`src/rtl/uart_tx_frame.sv`:
```
// UART transmitter: start bit, DATA_WIDTH data bits LSB first, optional parity, stop bit(s).
// Define UART_TX_STOP2_EN to add the STOP2 input selecting a two-stop-bit frame.
module uart_tx_frame #(
    parameter int unsigned DATA_WIDTH = 8,
    parameter int unsigned PRSC_WIDTH = 6
) (
    input  logic                  CLK,
    input  logic                  RST,
    input  logic [DATA_WIDTH-1:0] P_DATA,
    input  logic                  Data_Valid,
    input  logic                  PAR_EN,
    input  logic                  PAR_TYP,
    input  logic [PRSC_WIDTH-1:0] Prescale,
`ifdef UART_TX_STOP2_EN
    input  logic                  STOP2,
`endif
    output logic                  TX_OUT,
    output logic                  Busy
);

    localparam int unsigned BIT_W = (DATA_WIDTH > 1) ? $clog2(DATA_WIDTH) : 1;
    localparam logic [BIT_W-1:0] LAST_BIT = BIT_W'(DATA_WIDTH - 1);

    localparam logic [2:0] IDLE   = 3'd0;
    localparam logic [2:0] START  = 3'd1;
    localparam logic [2:0] DATA   = 3'd2;
    localparam logic [2:0] PARITY = 3'd3;
    localparam logic [2:0] STOP   = 3'd4;

    logic [2:0]            state;
    logic [PRSC_WIDTH-1:0] cyc_cnt;
    logic [PRSC_WIDTH-1:0] last_cyc;
    logic [PRSC_WIDTH-1:0] last_cyc_next;
    logic [BIT_W-1:0]      bit_idx;
    logic [DATA_WIDTH-1:0] shreg;
    logic                  par_en_q;
    logic                  par_bit_q;
    logic                  stop2_q;
    logic                  stop2_in;
    logic                  bit_end;

`ifdef UART_TX_STOP2_EN
    assign stop2_in = STOP2;
`else
    assign stop2_in = 1'b0;
`endif

    // Prescale values below 2 are clamped so every bit lasts at least two cycles.
    always_comb begin
        last_cyc_next = Prescale - PRSC_WIDTH'(1);
        if (Prescale < PRSC_WIDTH'(2)) begin
            last_cyc_next = PRSC_WIDTH'(1);
        end
    end

    assign bit_end = (cyc_cnt == last_cyc);

    always_ff @(posedge CLK or posedge RST) begin
        if (RST) begin
            state     <= IDLE;
            TX_OUT    <= 1'b1;
            Busy      <= 1'b0;
            cyc_cnt   <= '0;
            last_cyc  <= '0;
            bit_idx   <= '0;
            shreg     <= '0;
            par_en_q  <= 1'b0;
            par_bit_q <= 1'b0;
            stop2_q   <= 1'b0;
        end else begin
            case (state)
                IDLE: begin
                    TX_OUT  <= 1'b1;
                    Busy    <= 1'b0;
                    cyc_cnt <= '0;
                    bit_idx <= '0;
                    if (Data_Valid) begin
                        shreg     <= P_DATA;
                        par_en_q  <= PAR_EN;
                        par_bit_q <= (^P_DATA) ^ PAR_TYP;
                        stop2_q   <= stop2_in;
                        last_cyc  <= last_cyc_next;
                        TX_OUT    <= 1'b0;
                        Busy      <= 1'b1;
                        state     <= START;
                    end
                end
                START: begin
                    if (bit_end) begin
                        cyc_cnt <= '0;
                        TX_OUT  <= shreg[0];
                        shreg   <= shreg >> 1;
                        state   <= DATA;
                    end else begin
                        cyc_cnt <= cyc_cnt + PRSC_WIDTH'(1);
                    end
                end
                DATA: begin
                    if (bit_end) begin
                        cyc_cnt <= '0;
                        if (bit_idx == LAST_BIT) begin
                            bit_idx <= '0;
                            if (par_en_q) begin
                                TX_OUT <= par_bit_q;
                                state  <= PARITY;
                            end else begin
                                TX_OUT <= 1'b1;
                                state  <= STOP;
                            end
                        end else begin
                            bit_idx <= bit_idx + BIT_W'(1);
                            TX_OUT  <= shreg[0];
                            shreg   <= shreg >> 1;
                        end
                    end else begin
                        cyc_cnt <= cyc_cnt + PRSC_WIDTH'(1);
                    end
                end
                PARITY: begin
                    if (bit_end) begin
                        cyc_cnt <= '0;
                        TX_OUT  <= 1'b1;
                        state   <= STOP;
                    end else begin
                        cyc_cnt <= cyc_cnt + PRSC_WIDTH'(1);
                    end
                end
                STOP: begin
                    // bit_idx is reused to mark the second stop bit of a two-stop frame.
                    if (bit_end) begin
                        cyc_cnt <= '0;
                        if (stop2_q && (bit_idx == '0)) begin
                            bit_idx <= BIT_W'(1);
                        end else begin
                            bit_idx <= '0;
                            TX_OUT  <= 1'b1;
                            Busy    <= 1'b0;
                            state   <= IDLE;
                        end
                    end else begin
                        cyc_cnt <= cyc_cnt + PRSC_WIDTH'(1);
                    end
                end
                default: begin
                    TX_OUT <= 1'b1;
                    Busy   <= 1'b0;
                    state  <= IDLE;
                end
            endcase
        end
    end

endmodule
```
`config.mk`:
```
export PLATFORM = sky130hd
export DESIGN_NAME = uart_tx_frame
export DESIGN_NICKNAME = d
export VERILOG_FILES = /design/src/rtl/uart_tx_frame.sv
export SDC_FILE = /design/constraint.sdc
export NUM_CORES = 1
export LEC_CHECK = 0
export CAP_MARGIN = 15
export CORE_UTILIZATION = 50
export CTS_CLUSTER_DIAMETER = 200
export DETAILED_ROUTE_END_ITERATION = 6
export PLACE_DENSITY = 0.73
export REMOVE_ABC_BUFFERS = 1
export SKIP_LAST_GASP = 1
export SLEW_MARGIN = 20
export SYNTH_ARGS = -nofsm -noshare
export SYNTH_HDL_FRONTEND = slang
export SYNTH_SLANG_ARGS = --single-unit
```
`constraint.sdc`:
```
create_clock -name CLK -period 1.8 [get_ports CLK]
set_input_delay 0.18 -clock CLK [delete_from_list [all_inputs] [get_ports CLK]]
set_output_delay 0.18 -clock CLK [all_outputs]
set_load 0.005 [all_outputs]
```
==> impl_metrics.toml <==
[status]
status = "completed"

[global_routing]
grt_max_degree = 19
grt_util_all_layers_pct = 21.80
grt_pass1_vias = 1386
antenna_found_initial = 0
overflow = 0
grt_pass1_wl_um = 6003

[synth]
ys_warn_count = 0
synth_most_common_cell = "dfrtp_1"
synth.ff_latch_count = 30
seq_area_frac_synth_pct = 42.44
yosys.area.top_type = "dfrtp_1"
synth_compound_area_share_pct = 17.16
avgSynthCellArea_um2 = 10.18
synth-simple-area-share_pct = 13.77
synth_adder_area_share_pct = 2.825
synth_top_area_share_pct = 40.96
synth_area_leaders = "dfrtp_1 41%, xnor2_1 7.4%, mux2_4 5.9%"
async_flop_share_pct = 100.0
synth_top_family_by_area = "compound AO/OA/AOI/OAI gates"
synthMuxAreaShare_pct = 11.58
synth_xor_area_share_pct = 8.404
synth_ff_type = "dfrtp_1"
synth_cells = 174
synth_enable_flop_cells = 0
synth_cell_types = 47
synth.cell_area_um2 = 1772
yosys-top-cells-count = "29 x dfrtp_1, 16 x nand2_1, 16 x o21ai_0"

[flow_run]
max_cap_violations = 0

[pwr]
p_per_area_nw_per_um2 = 1753
power_mw = 4.044
p_leak_nw = 1.002
ir_drop_mv = 0.9793

[timing]
finalSetupViolations = 0
hold_viol_final = 0
worst_slew_pin_slew_ps = 528.7
relSlewSlack_pct = 64.71
layout_min_cycle_time_ps = 1792
rsz0062_at_grt = "true"
skew_ps = 16.55
slew_violations = 0
fin_crit_sh_pct = 99.53
clock.fmax_mhz = 558.2

[critical_path]
path_class = "reg -> reg"
crit_path_start_kind = "flip-flop"
crit_buf_inv = 0
critPathSlowestCell = "dfrtp_1"
cp_slowest_stage_delay_ps = 390
cp_top_family = "flip-flops"
crit_path_end_kind = "flip-flop"
crit_chain = "ha_2 > ha_4 > nand2b_4 > o22a_1 > nor2_4 > o21ai_4 > mux2_4"
crit_arrival_ps = 2000
cp_max_fo = 8
required_ps = 2010

[route]
drc_errors = 0
drt_iter0_markers = 92
wirelength_um = 3669
num_vias = 1425
wire_per_inst_um = 13.79
antenna_left = 0
drtPass1Iterations = 4
viasPerCell = 5.357

[place]
placed_area_um2 = 2170
io_buffers = 20
place_hpwl_um = 2818
routabilityCongestion = 0.8782

[die]
initial_core_util_pct = 52.68
num_rows = 21
die_width_um = 61.53
die_area_um2 = 3785
core_um2 = 3363
ios = 21
die_height_um = 61.53

[clock_network]
cts_buffers = 5
clock_latency_ps = 330
tritoncts = "done"
postCtsHoldBufs = 0
cts.clk_slew.worst_paths_ps = 90
clock_sinks = 30
cts_root_buffer = "clkbuf_4"
h-tree-depth = 2
cts_buffer_depth = 2

[layout]
final_net_count = 242
final_cell_area_um2 = 2307
drive_gt1_share_pct = 27.27
antenna_cells = 0
syn2layout_area_growth_pct = 30.23

[hold_path]
hp-class = "in -> async"
flip-flops by register name, summed over array words and instances, names as in the netlist:
signal / count
Busy: 1
cyc_cnt: 6
par_en_q: 1
bit_idx: 3
TX_OUT: 1
par_bit_q: 1
shreg: 8
last_cyc: 6
state: 3
metal layers:
| layer | up-vias | GRT usage, % | wire length [µm] |
|---|---|---|---|
| li1 | 706 | - | - |
| met1 | 685 | 27.72 | 1651 |
| met2 | 27 | 35.64 | 1835 |
| met3 | 7 | 5.252 | 120 |
| met4 | 0 | 8.889 | 61 |
| met5 | - | 0 | 0 |
layout by cell type, fill, tap and decap left out, types with 3 or more instances in the layout:
master and count:
nand3_1 3, nand2_1 16, o21ai_1 3, mux2_2 7
o22a_1 3, mux2_4 7, buf_4 21, clkbuf_4 5
nor2b_1 3, dfrtp_1 27, inv_1 9, o21ai_0 15
nor3_1 3, nand2b_4 3, xnor2_1 15, nor2_1 7
clkdlybuf4s50_1 20, a21oi_1 4
kinds of logic after synthesis:
| kind of cell | after synthesis |
|---|---|
| simple gates | 48 |
| compound gates | 44 |
| fa+ha+maj | 4 |
| mux | 16 |
| buf+inv | 15 |
| xor+xnor | 17 |
| flops | 30 |
power breakdown:
group	leakage (nW)	internal, mW	switching (mW)	total [mW]
clock	0.0353	0.189	0.230	0.420
sequential	0.373	0.985	0.238	1.22
combinational	0.593	1.35	1.05	2.40
final timing paths:
path                       depth (start not counted)                    from                     end  slack (ps)
max in group asynchronous                          3                     RST  cyc_cnt[2]$_DFFE_PP0P_        1140
min in group CLK                                   3                  PAR_EN    par_en_q$_DFFE_PP0P_         450
hold reg to reg                                    2   par_bit_q$_DFFE_PP0P_   par_bit_q$_DFFE_PP0P_         510
setup reg to reg                                   7  bit_idx[1]$_DFFE_PP0P_    shreg[0]$_DFFE_PP0P_           8
setup / recovery                                   7  bit_idx[1]$_DFFE_PP0P_    shreg[0]$_DFFE_PP0P_           8
hold / removal                                     2                     RST    shreg[6]$_DFFE_PP0P_         180
per-stage QoR:
stage | instances | TNS [ps] | hold WS [ps] | util [%] | worst slack, ps
finish | 266 | 0 | 183.4 | 68.60 | 8.475
global route | 266 | -525.0 | 222.8 | 68.60 | -75.97
CTS | 264 | -248.3 | 184.2 | 67.49 | -45.84
detailed placement | 254 | -1352 | 487.3 | 64.51 | -187.6
global placement | 254 | -927.4 | 473.3 | 64.51 | -129.0
floorplan | 169 | -603.5 | 270.1 | - | -86.17
repair_timing:
item | 4_1_cts | 5_1_grt
pin swaps | 2 | 2
resized for setup | 5 | 7
setup buffers | 2 | 2
setup endpoints to repair | 8 | 12
area by class of cell:
class	count	area (µm²)
sequential	30	754.5
multi-input combinational	129	997.2
tap	46	57.56
fill	284	1056
inverter	10	40.04
clock inverter	1	5.005
timing repair buffer	43	397.9
clock buffer	7	55.05
(Power assumes the default switching activity.)
==> variant 1 (same flow settings) <==
Reset style: synchronous (`RST`), changed in one clocked block.
--- a/src/rtl/uart_tx_frame.sv
+++ b/src/rtl/uart_tx_frame.sv
@@ -56,5 +56,5 @@
     assign bit_end = (cyc_cnt == last_cyc);
 
-    always_ff @(posedge CLK or posedge RST) begin
+    always_ff @(posedge CLK) begin
         if (RST) begin
             state     <= IDLE;
Check against the original RTL: differs if RST is asserted again (counterexample within 4 cycles, from zero or initial values and one cycle with RST high); with RST held inactive, the same outputs for 10 cycles.
==> variant 1 against the unedited design <==
Critical path depth unchanged. Wire length up 5.2%. Sequential cell count unchanged. Sequential share of layout area down 4.6 points. Synthesized area down 5.7%. Synthesized cell count up 10%. Non-clock buffer count down 6. Die area down 5.5%. Combinational power down 47%. Worst setup slack better by 0.0052 ns. Power down 36%. Critical path type unchanged. Cell area down 6.8%. Highest routed layer unchanged.
==> variant 1: results (changes against the unedited design) <==
[min_path]
timing.hold.worst_path_depth = 2
hold_path.class = flip-flop to flip-flop  ; was input port to async pin
holdPathEnd = shreg[3]

[synth]
synth_flop_cell = dfxtp_1  ; was dfrtp_1
synth_seq_area_share_pct = 36.0  ; was 42.4%
synth-async-reset-ratio_pct = 0  ; was 100%
synth.cells.most_frequent = dfxtp_1 (30), nor2_1 (18), o21ai_0 (16), a21oi_1 (14), xnor2_1 (13)  ; was dfrtp_1 (29), nand2_1 (16), o21ai_0 (16), xnor2_1 (15), inv_1 (9)
post_synth_num_cell_types = 41  ; was 47
ys.warnings.count = 0  ; unchanged
synthTopCellsByArea = dfxtp_1 (36%), xnor2_1 (6.8%), mux2i_1 (6.0%)  ; was dfrtp_1 (41%), xnor2_1 (7.4%), mux2_4 (5.9%)
cell_count_after_synthesis = 192  ; was 174

[global_routing]
grt_max_degree = 20  ; was 19
vias_in_the_first_global_route = 1447  ; was 1386
grt_pass1_wl_mm = 6.36  ; was 6.00 mm
grt_util_all_layers_pct = 24.1  ; was 21.8%

[power_and_ir_drop]
power.density_cell_area_nw_per_um2 = 1200  ; was 1750 nW/um^2
p_clk_uw = 392  ; was 420 uW
worst_ir_drop_vdd_v = 0.000627  ; was 0.000979 V
seq_power_uw = 917  ; was 1220 uW
report.power.total_uw = 2580  ; was 4040 uW
power.internal_uw = 1590  ; was 2520 uW
p_leak_uw = 0.000810  ; was 0.00100 uW

[place]
port_buffers = 20  ; unchanged
numPlacedInstances = 260  ; was 254
placed_cell_area_um2 = 1970  ; was 2170 um^2
gp_routability_congestion = 0.926  ; was 0.878
place.detailed.hpwl_mm = 2.76  ; was 2.82 mm
placement.setup.worst_slack_ns = -0.110  ; was -0.188 ns

[critical_path]
cp-startpoint = bit_idx[1]  ; unchanged
r2r_cells = 7  ; unchanged
arrival_ns = 2.04  ; was 2.00 ns
critPathCapture = shreg[7]  ; was shreg[0]
worst_path_largest_cell_delay_ns = 0.41  ; was 0.39 ns
crit_path_top_delay_cell = or3b_4  ; was dfrtp_1
crit_fanout = 8  ; unchanged
cp_top_family = simple AND/OR/NAND/NOR gates  ; was flip-flops
crit-reg2reg-launch = bit_idx[1]  ; unchanged

[run_status]
run_status = completed  ; unchanged

[routing]
dr_total_vias = 1552  ; was 1425
drt_first_iter_violations = 86  ; was 92
wl_per_cell_um = 14.2  ; was 13.8 um
drt_pass1_iterations = 4  ; unchanged

[clock_network]
cts_resized = 7  ; was 5
worst_skew_pair.late_latency_ns = 0.32
numCtsBuffers = 5  ; unchanged

[cells_and_area]
fin_nets = 251  ; was 242
fin_cells = 271  ; was 266
layout_cells_sized_above_1_pct = 20.3  ; was 27.3%
num-fill-cells = 263  ; was 284
layout_top_registers = shreg (8), cyc_cnt (6), last_cyc (6)  ; unchanged

[sta]
skew_ns = 0.00552  ; was 0.0166 ns
hold_ws_ns = 0.492  ; was 0.183 ns
max_slew_margin_pct = 74.0  ; was 64.7%
fmax_mhz = 560  ; was 558 MHz

-- variant 1: layer usage --
layer	vias to the layer above	routed length, um	share of wire (%)	track usage (%)
li1	754	-	-	-
met1	732	1720	45	31.0
met2	56	1830	47	38.3
met3	10	227	5.9	5.19
met4	0	82	2.1	11.3
met5	-	0	0	0
-- variant 1: cell type report --
| cell class | count | share of cell area [%] |
|---|---|---|
| clock buffers | 6 | 2.39 |
| repair buffers | 37 | 15.3 |
| well taps | 44 | 2.56 |
| inverters | 6 | 1.05 |
| flip-flops and latches | 30 | 28.1 |
| multi-input cells | 148 | 50.7 |
-- variant 1: logic make-up after synthesis --
logic type               Yosys count  share of synthesized area (%)
AO/OA/AOI/OAI                     51                           19.1
multiplexers                      11                           6.67
flip-flops                        30                           36.0
adder cells (fa/ha/maj)            5                           3.60
buffers and inverters             15                           4.79
AND/OR/NAND/NOR                   59                           18.1
XOR/XNOR                          21                           11.8
==> variant 2 (same settings) <==
Without the edit above. Build with the macro `UART_TX_STOP2_EN` defined.
--- a/src/rtl/uart_tx_frame.sv
+++ b/src/rtl/uart_tx_frame.sv
@@ -1,4 +1,6 @@
 // UART transmitter: start bit, DATA_WIDTH data bits LSB first, optional parity, stop bit(s).
 // Define UART_TX_STOP2_EN to add the STOP2 input selecting a two-stop-bit frame.
+`define UART_TX_STOP2_EN
+
 module uart_tx_frame #(
     parameter int unsigned DATA_WIDTH = 8,
Interface: changed (added STOP2); port bits go from 21 to 22. The function was not compared with the original's and may differ.
==> variant 2 against the unedited design <==
The flow now finishes with violations (negative setup slack). Hold slack better by 0.026 ns. Global-route usage up 3.0 points. Cell area up 3.3%. Wire length up 12%. Non-clock buffer count up 5. Sequential cell count up 1. Power up 5.0%. Synthesized area up 1.2%. Worst setup slack worse by 0.21 ns. Largest cell class unchanged.
==> variant 2: results (changes against the unedited design) <==
[synth]
post_synth_num_cell_types = 40  ; was 47
synthTopCellsByArea = dfrtp_1 (42%), xnor2_1 (7.8%), mux2_4 (5.9%)  ; was dfrtp_1 (41%), xnor2_1 (7.4%), mux2_4 (5.9%)
synth.mux.area_fraction_pct = 10.3  ; was 11.6%
yosys.area_share.xor_xnor_pct = 8.79  ; was 8.40%

[global_routing]
grt_pass1_wl_mm = 6.66  ; was 6.00 mm
global_route.usage.met1_pct = 30.3  ; was 27.7%
globalRouteMet3Util_pct = 7.66  ; was 5.25%
vias_in_the_first_global_route = 1496  ; was 1386
grt_util_all_layers_pct = 24.8  ; was 21.8%

[routing]
drt-vias-per-instance = 5.45  ; was 5.36
drt_first_iter_violations = 106  ; was 92

[run_status]
failed_checks = negative setup slack
run_status = finished, violations left  ; was completed

[sta]
setup_ws_ns = -0.198  ; was 0.00847 ns
worst_slew_pin_slew_ns = 0.460  ; was 0.529 ns
finalSetupTns_ns = -1.44  ; was 0 ns
final-setup-viol-count = 8  ; was 0

[cells_and_area]
fin_nets = 255  ; was 242
num-fill-cells = 256  ; was 284
layout_cells_sized_above_1_pct = 26.8  ; was 27.3%

[critical_path]
crit_path_top_delay_cell = a221o_4  ; was dfrtp_1
worst_path_largest_cell_delay_ns = 0.45  ; was 0.39 ns
critPathCapture = shreg[1]  ; was shreg[0]

[power_and_ir_drop]
worst_ir_drop_vdd_v = 0.000917  ; was 0.000979 V
combinational_share_of_power_pct = 57.7  ; was 59.4%
netSwitchingPower_uw = 1590  ; was 1520 uW
p_leak_uw = 0.00106  ; was 0.00100 uW

[place]
gp_routability_congestion = 0.946  ; was 0.878

## variant 2: cell types whose count changed after synthesis, moves of 2 or more
cell and delta:
nand2b_1 -2, o221ai_1 -2, nand4_1 -2, o21ai_1 -2, o21ai_0 +2, nand2_1 +12
o211ai_1 -2, o31ai_1 +2, nand4b_1 +2
## variant 2: layer usage
metal | vias up | wire length (um) | share of wire [%]
li1 | 732 | - | -
met1 | 732 | 1690 | 41
met2 | 34 | 2140 | 52
met3 | 11 | 176 | 4.3
met4 | 0 | 106 | 2.6
met5 | - | 0 | 0
## variant 2: how the worst min path moves through the flow
stage,start,to,slack (ns),depth (start not counted)
CTS,RST,shreg[6],0.22,3
global route,RST,last_cyc[1],0.27,3
global placement,par_bit_q,par_bit_q,0.47,2
detailed placement,shreg[7],shreg[7],0.48,1
finish,RST,last_cyc[5],0.21,3
floorplan,RST,Busy,0.28,1
## variant 2: through the flow
stage               instance area (um^2)  instances
finish                              2380        277
detailed placement                  2220        267
global placement                    2220        267
global route                        2380        277
floorplan                           1760        175
CTS                                 2310        275
## variant 2: timing repair
item | in CTS | in global routing
resized for setup | 3 | 10
gates cloned | 0 | 1
buffers inserted | 0 | 1
hold buffers | 0 | 0
pin swaps | 1 | 0
setup endpoints to repair | 11 | 21
## variant 2: layout make-up
class,instances,share of cell area [%]
well taps,46,2.42
inverters,8,1.26
multi-input cells,136,42.5
repair buffers,48,17.5
clock inverters,2,1.47
flip-flops and latches,31,32.7
clock buffers,6,2.15
## variant 2: cell families after synthesis
family                   after synthesis
multiplexers                          14
AO/OA/AOI/OAI                         41
AND/OR/NAND/NOR                       58
adder cells (fa/ha/maj)                5
flip-flops                            31
buffers and inverters                 14
XOR/XNOR                              18
